$ cat src/rtl/mc_core_param.sv
// mc_core_param: parameterised multi-cycle core with an integrated control FSM,
// a stalling req/ready port to one unified instruction/data memory, halt and
// illegal-opcode handling, a retire strobe and a debug register read port.
// The branch target is staged in ALUOut, so AW is expected to be <= DW.
module mc_core_param #(
    parameter int DW  = 16,
    parameter int AW  = 10,
    parameter int RAW = 3
) (
    input  logic           clock,
    input  logic           reset,
    output logic           mem_req,
    output logic           mem_we,
    output logic [AW-1:0]  mem_addr,
    output logic [DW-1:0]  mem_wdata,
    input  logic [DW-1:0]  mem_rdata,
    input  logic           mem_ready,
    output logic           retire,
    output logic           halted,
    output logic           illegal,
    output logic [AW-1:0]  pc_out,
    input  logic [RAW-1:0] dbg_raddr,
    output logic [DW-1:0]  dbg_rdata
);

    localparam int NREG = 1 << RAW;

    localparam logic [2:0] OP_R    = 3'b000;
    localparam logic [2:0] OP_LW   = 3'b001;
    localparam logic [2:0] OP_SW   = 3'b010;
    localparam logic [2:0] OP_BEQ  = 3'b011;
    localparam logic [2:0] OP_J    = 3'b100;
    localparam logic [2:0] OP_ADDI = 3'b101;
    localparam logic [2:0] OP_ILL  = 3'b110;
    localparam logic [2:0] OP_HALT = 3'b111;

    typedef enum logic [2:0] {
        S_FETCH, S_DECODE, S_EXEC, S_MEM, S_WB, S_HALT
    } state_t;

    state_t          state_q, state_d;
    logic [AW-1:0]   pc_q, pc_d;
    logic [15:0]     ir_q, ir_d;
    logic [DW-1:0]   a_q, a_d;
    logic [DW-1:0]   b_q, b_d;
    logic [DW-1:0]   alu_out_q, alu_out_d;
    logic [DW-1:0]   mdr_q, mdr_d;
    logic            illegal_q, illegal_d;
    logic [DW-1:0]   regs_q [NREG];

    logic            rf_we;
    logic [RAW-1:0]  rf_waddr;
    logic [DW-1:0]   rf_wdata;
    logic            req_c, we_c, retire_c;
    logic [AW-1:0]   addr_c;
    logic [DW-1:0]   alu_res;

    // Instruction fields; only the low RAW bits of each register field matter
    logic [2:0]        op;
    logic [RAW-1:0]    rs_idx, rt_idx, rd_idx;
    logic [3:0]        funct;
    logic signed [6:0] imm7;
    logic [DW-1:0]     imm_dw;
    logic [AW-1:0]     imm_aw;

    assign op     = ir_q[15:13];
    assign rs_idx = ir_q[10 +: RAW];
    assign rt_idx = ir_q[7 +: RAW];
    assign rd_idx = ir_q[4 +: RAW];
    assign funct  = ir_q[3:0];
    assign imm7   = ir_q[6:0];
    assign imm_dw = DW'(imm7);
    assign imm_aw = AW'(imm7);

    // ALU result for R-type (by funct) and ADDI; unknown functs produce 0
    always_comb begin
        alu_res = '0;
        if (op == OP_ADDI) begin
            alu_res = a_q + imm_dw;
        end else begin
            case (funct)
                4'd0:    alu_res = a_q + b_q;
                4'd1:    alu_res = a_q - b_q;
                4'd2:    alu_res = a_q & b_q;
                4'd3:    alu_res = a_q | b_q;
                4'd4:    alu_res = DW'($signed(a_q) < $signed(b_q));
                default: alu_res = '0;
            endcase
        end
    end

    // Control FSM: next state, datapath register updates and memory port drive
    always_comb begin
        state_d   = state_q;
        pc_d      = pc_q;
        ir_d      = ir_q;
        a_d       = a_q;
        b_d       = b_q;
        alu_out_d = alu_out_q;
        mdr_d     = mdr_q;
        illegal_d = illegal_q;
        rf_we     = 1'b0;
        rf_waddr  = rd_idx;
        rf_wdata  = alu_out_q;
        req_c     = 1'b0;
        we_c      = 1'b0;
        addr_c    = pc_q;
        retire_c  = 1'b0;
        case (state_q)
            S_FETCH: begin
                req_c  = 1'b1;
                addr_c = pc_q;
                if (mem_ready) begin
                    ir_d    = mem_rdata[15:0];
                    pc_d    = pc_q + AW'(1);
                    state_d = S_DECODE;
                end
            end
            S_DECODE: begin
                a_d       = regs_q[rs_idx];
                b_d       = regs_q[rt_idx];
                // pc_q already points past this instruction
                alu_out_d = DW'(pc_q + imm_aw);
                case (op)
                    OP_J: begin
                        pc_d     = AW'(ir_q[12:0]);
                        retire_c = 1'b1;
                        state_d  = S_FETCH;
                    end
                    OP_ILL: begin
                        illegal_d = 1'b1;
                        state_d   = S_HALT;
                    end
                    OP_HALT: state_d = S_HALT;
                    default: state_d = S_EXEC;
                endcase
            end
            S_EXEC: begin
                case (op)
                    OP_BEQ: begin
                        if (a_q == b_q) begin
                            pc_d = AW'(alu_out_q);
                        end
                        retire_c = 1'b1;
                        state_d  = S_FETCH;
                    end
                    OP_LW, OP_SW: begin
                        alu_out_d = a_q + imm_dw;
                        state_d   = S_MEM;
                    end
                    default: begin
                        alu_out_d = alu_res;
                        state_d   = S_WB;
                    end
                endcase
            end
            S_MEM: begin
                req_c  = 1'b1;
                addr_c = AW'(alu_out_q);
                we_c   = (op == OP_SW);
                if (mem_ready) begin
                    if (op == OP_SW) begin
                        retire_c = 1'b1;
                        state_d  = S_FETCH;
                    end else begin
                        mdr_d   = mem_rdata;
                        state_d = S_WB;
                    end
                end
            end
            S_WB: begin
                rf_we    = 1'b1;
                rf_waddr = (op == OP_R) ? rd_idx : rt_idx;
                rf_wdata = (op == OP_LW) ? mdr_q : alu_out_q;
                retire_c = 1'b1;
                state_d  = S_FETCH;
            end
            S_HALT: state_d = S_HALT;
            default: state_d = S_FETCH;
        endcase
    end

    // State and datapath registers with synchronous reset
    always_ff @(posedge clock) begin
        if (reset) begin
            state_q   <= S_FETCH;
            pc_q      <= '0;
            ir_q      <= '0;
            a_q       <= '0;
            b_q       <= '0;
            alu_out_q <= '0;
            mdr_q     <= '0;
            illegal_q <= 1'b0;
        end else begin
            state_q   <= state_d;
            pc_q      <= pc_d;
            ir_q      <= ir_d;
            a_q       <= a_d;
            b_q       <= b_d;
            alu_out_q <= alu_out_d;
            mdr_q     <= mdr_d;
            illegal_q <= illegal_d;
        end
    end

    // Register file; r0 is never written so it always reads 0
    always_ff @(posedge clock) begin
        if (reset) begin
            for (int i = 0; i < NREG; i++) begin
                regs_q[i] <= '0;
            end
        end else if (rf_we && (rf_waddr != '0)) begin
            regs_q[rf_waddr] <= rf_wdata;
        end
    end

    // Strobes are suppressed during reset so an in-flight request is abandoned
    assign mem_req   = req_c & ~reset;
    assign mem_we    = we_c & req_c & ~reset;
    assign retire    = retire_c & ~reset;
    assign mem_addr  = addr_c;
    assign mem_wdata = b_q;
    assign halted    = (state_q == S_HALT);
    assign illegal   = illegal_q;
    assign pc_out    = pc_q;
    assign dbg_rdata = (dbg_raddr == '0) ? '0 : regs_q[dbg_raddr];

endmodule
$ cat config.mk
export PLATFORM = sky130hd
export DESIGN_NAME = mc_core_param
export DESIGN_NICKNAME = d
export VERILOG_FILES = /design/src/rtl/mc_core_param.sv
export SDC_FILE = /design/constraint.sdc
export NUM_CORES = 1
export LEC_CHECK = 0
export CAP_MARGIN = 20
export CELL_PAD_IN_SITES_DETAIL_PLACEMENT = 1
export CELL_PAD_IN_SITES_GLOBAL_PLACEMENT = 1
export CORE_ASPECT_RATIO = 0.75
export CORE_MARGIN = 2
export CORE_UTILIZATION = 45
export CTS_BUF_LIST = sky130_fd_sc_hd__clkbuf_2 sky130_fd_sc_hd__clkbuf_4 sky130_fd_sc_hd__clkbuf_8
export DETAILED_ROUTE_END_ITERATION = 6
export PLACE_DENSITY_LB_ADDON = 0.1
export SYNTH_ARGS = -nofsm -noshare
export SYNTH_HDL_FRONTEND = slang
export SYNTH_SLANG_ARGS = --single-unit
$ cat constraint.sdc
create_clock -name clock -period 4.9 [get_ports clock]
set_input_delay 0.98 -clock clock [delete_from_list [all_inputs] [get_ports clock]]
set_output_delay 0.98 -clock clock [all_outputs]
set_load 0.03 [all_outputs]
After elaboration in Yosys (flattened, before gate mapping). Memory sizes are Yosys's and may differ from the RTL's. A register that Yosys moved wholly into a read port is not among the register bits. Cells that the tools add are included.

$add $sub $neg: 5. Magnitude comparators: 1. Eq/ne operators: 23. Multiplexer cells: 37. Bitwise operators: 8. Reduce and logical (&&, ||, !) cells: 18.

Operators with widths (count): 16-bit 2-to-1 mux (5); 16-bit one-hot mux with 5 select lines (1); 16-bit one-hot mux with 2 select lines (2); 10-bit 2-to-1 mux (5); 16-bit adder (2); 10-bit one-hot mux with 3 select lines (1); 3-bit equality test (second input constant) (6); 3-bit 2-to-1 mux (6); 16-bit bitwise AND (1); 16-bit equality test (1); 16-bit less-than comparator (1); 16-bit OR (1); 16-bit OR reduction (1); 16-bit subtractor (1); 3-bit one-hot mux with 5 select lines (1); 1-bit 2-to-1 mux (13); 3-bit by 2-bit equality test with 1-bit output (second input constant) (4); 2-bit != test (second input constant) (6); 3-bit one-hot mux with 2 select lines (2); 10-bit by 10-bit adder with 11-bit output (1); 10-bit by 1-bit adder with 10-bit output (second input constant) (1); 3-bit logical NOT (3); 4-bit by 2-bit equality test with 1-bit output (second input constant) (2); 2-bit AND reduction (4); other kinds (13) (21).

Bits in registers: 62. Memory bits (writable): 128. Input bits: 22. Output and inout bits: 57. Logic and storage cells: 99. Memories kept: 1.

Memory list: regs_q (words 8, bits a word 16, read ports 3, clocked after Yosys merged registers in 2, write ports 8, RTL line 49) `logic [DW-1:0] regs_q [NREG];`.

Depth between registers and ports, before layout.
Depth in word-level cells: 10. Gate-level depth with buffers: 12.

Worst setup path after synthesis. No wires, ideal clock.

Kind: in2out. Start: input dbg_raddr[0]. End: output dbg_rdata[15]. Data arrival time: 2.705 ns. Required time: 3.920 ns. Setup slack: 1.215 ns. Cell stages on the path: 5. Buffers on the path: 3. Cells stage by stage: clkbuf_1 > clkbuf_1 > clkbuf_1 > a22oi_1 > o21ai_0.

Word-level cells in the longest chain between the ends: 2.

Ends and longest elaborated chain: start, declared (RTL line 22) `input logic [RAW-1:0] dbg_raddr,`; memory read 8 x 16 bit or 3-bit logical NOT (tied branches); 16-bit 2-to-1 mux (*) (RTL line 226) `assign dbg_rdata = (dbg_raddr == '0) ? '0 : regs_q[dbg_raddr];`; end, declared (RTL line 23) `output logic [DW-1:0] dbg_rdata`.

Mark *: on every way between the ends. The rest lies on a longest branch, timed or not.

Final worst setup path.
Start: register state_q[0]. End: output retire.

Word-level cells in the longest chain between the ends: 3.

Ends and longest elaborated chain: start, declared (RTL line 41) `state_t state_q, state_d;`; start signal, assigned (RTL line 195) `state_q <= state_d;`; 3-bit equality test, or another cell as far along (RTL line 109) `case (state_q)`; 1-bit one-hot mux with 4 select lines (*) (RTL line 109); 1-bit bitwise AND (*) (RTL line 220) `assign retire = retire_c & ~reset;`; end, declared (RTL line 18) `output logic retire,`.

Marks and branches as above.

==> run metrics <==
run status completed; Post-synth EDFFs 128; Worst IR Drop VDD 0.000262 V; later-pin clock latency in the skew report 0.59 ns; setup slack after layout 0.708 ns; H-Tree Depth 2; vias per inst 6.18; cts hold-fix bufs 0; ANT cells 0; TritonCTS buffer count 41; FF+latch count, synth 222; Worst setup SP type flip-flop; Syn. warnings 0; Core Util, Final 52.8%; Die Y 161 um; Reg clk slew, reported paths 0.06 ns; routed len/inst 25.6 um; Worst Setup SP state_q[0]; router iterations before antenna repair 5; Avg Cell Area, Syn 9.89 um^2; Slowest cell on crit path clkdlybuf4s50_1; I/O pin count 79; Total Nets Final 1674; most frequent cells in the layout nor2_1 (224), nand2_1 (140), edfxtp_1 (128); top_reg_cell synth edfxtp_1; placed standard-cell area 16200 um^2; initial core utilization 45.8%; WP data arrival 3.21 ns; total grt overflow 0; die width 214 um; RSZ-0062 raised after global routing false; Final setup violation count 0; Port-buffer cells 78; Residual DRC 0; Lkg Pwr 6.23 nW; CP Max Fanout 13; Mapped Cells 1498; most common cell after layout, fill and taps aside nor2_1; die area 34400 um^2; DP Wirelength 37400 um; post-route cell area 17100 um^2; clk sink count 222; crit path kind flip-flop to output pin; max-slew violations 0; worst slack at placement 0.935 ns; WP buf/inv 1; Fin. Hold Viols 0; vias 12600; first-pass GRT wire length 79600 um; Top Family by Delay on Critical Path simple AND/OR/NAND/NOR gates; GRT Resource Usage Total 30.9%; Max-Cap Viols 0; Crit. End Element output pin; Worst Path Required 3.92 ns; R2R Path Start mem_wdata[1]; Final GP Congestion 0.883; Distinct cells, synth 80; clock buffer depth 3; Worst Hold Launch mdr_q[13]; Worst Max-Slew Pin Slew 1.06 ns; vias in the first global route 12876; post-route setup TNS 0 ns; DR iter-0 viols 1226; Hold/Removal Path Class flip-flop to flip-flop; share of cells above drive strength 1 15.9%; Slew HR 29.6%; Slowest Stage Delay on Critical Path 0.68 ns; Post-Route WL 52100 um; post_cts resized 0; initial antenna violation count 0; pwr dens 472 nW/um^2; asr flop ratio synth 0%; register area share after synthesis 38.6%; num rows 57; antenna-violating nets left 0; synthesis-to-layout area growth 15.3%; Critical Path, Cell by Cell nand3b_1 -> nor3_1 -> a31oi_1 -> o221a_2 -> nor2_1 -> clkdlybuf4s50_1; Cell Area, Synth 14800 um^2; Achievable Freq 239 MHz; Tcrit/Tclk final 85.5%; largest net degree at the start of global routing 79; TritonCTS clock tree built; final worst path period need 4.19 ns; CTS Root Cell clkbuf_8; clock skew 0.0464 ns; CORE AREA 32400 um^2; Post-CTS Setup Bufs 0
-- final cells by class --
| cell class | count | area (um^2) |
|---|---|---|
| clock inverter | 9 | 134 |
| clock buffer | 64 | 787 |
| multi-input combinational | 1114 | 8460 |
| inverter | 72 | 270 |
| fill | 3654 | 15300 |
| sequential | 222 | 5730 |
| timing repair buffer | 116 | 1160 |
| tap | 442 | 553 |
-- Yosys cell counts (all sizes together), types with 7 or more instances --
cell type  instances  share of area (%)
nor2             225                5.7
nand2            141                3.6
edfxtp           128                 26
a21oi             99                3.3
dfxtp             94                 13
clkbuf            81                2.1
ha                81                6.8
mux4              80                 12
inv               72                1.8
mux2i             54                3.6
o21ai             51                1.7
a211oi            46                2.4
nor3              32                1.1
a221oi            28                1.8
buf               24               0.90
xnor2             19                1.1
nand2b            17               0.72
nand3             17               0.57
mux2              16                1.2
nor2b             13               0.55
o211ai            11               0.56
xor2              11               0.65
o21bai            10               0.51
a21o               9               0.46
nand3b             9               0.46
a22oi              8               0.44
a31oi              8               0.34
and3               8               0.34
or4                8               0.43
o21a               7               0.35
o22ai              7               0.30
o41ai              7               0.59
-- worst paths after layout --
path | to | slack (ns) | cells after the start
min | mdr_q[13] | 0.46 | 2
max reg2reg | alu_out_q[11] | 1.34 | 9
max | retire | 0.71 | 6
min reg2reg | mdr_q[13] | 0.46 | 2
-- flip-flops by register name, summed over array words and instances (netlist names) --
register and count:
regs_q 128, pc_out 10, mdr_q 16, state_q 3, a_q 16, illegal 1, ir_q 16, alu_out_q 16
mem_wdata 16
-- worst min-delay path, cell delays in order (launching register included) --
cell     delay (ns)
dfxtp_1        0.30
nand2_1        0.05
a21oi_1        0.05
-- power by group --
part | total [mW] | internal (mW) | switching (mW)
logic | 3.43 | 1.30 | 2.12
registers | 2.60 | 2.18 | 0.418
clock network | 2.03 | 1.19 | 0.844
total | 8.06 | 4.67 | 3.39
-- per-layer routing --
layer  vias to the layer above  GRT usage [%]  wire length (um)
met3                        97           6.12              4130
met2                       527           45.8             22900
met5                         -              0                 0
li1                       5664              -                 -
met1                      6312           45.4             23700
met4                         0           9.66              1420
-- per-stage QoR --
stage | total power [mW] | hold slack, ns | std cells
2_1_floorplan | 4.80 | 0.436 | 1513
3_3_place_gp | 5.90 | 0.441 | 1965
3_5_place_dp | 6.00 | 0.447 | 1965
4_1_cts | 8.05 | 0.455 | 2038
5_1_grt | 8.49 | 0.487 | 2039
6_report | 8.06 | 0.456 | 2039
-- cells by family after synthesis --
family                     count (synthesis)  share of synthesized area [%]
xor gates and xnor gates                  30                           1.77
buffers and inverters                    177                           4.78
AOI/OAI and AO/OA                        334                           15.5
other                                      1                         0.0253
DFF                                      222                           38.6
muxes                                    150                           17.0
and+or+nand+nor                          499                           14.9
adders and majority gates                 85                           7.38
Note: power is estimated with default switching activity, not from simulation.
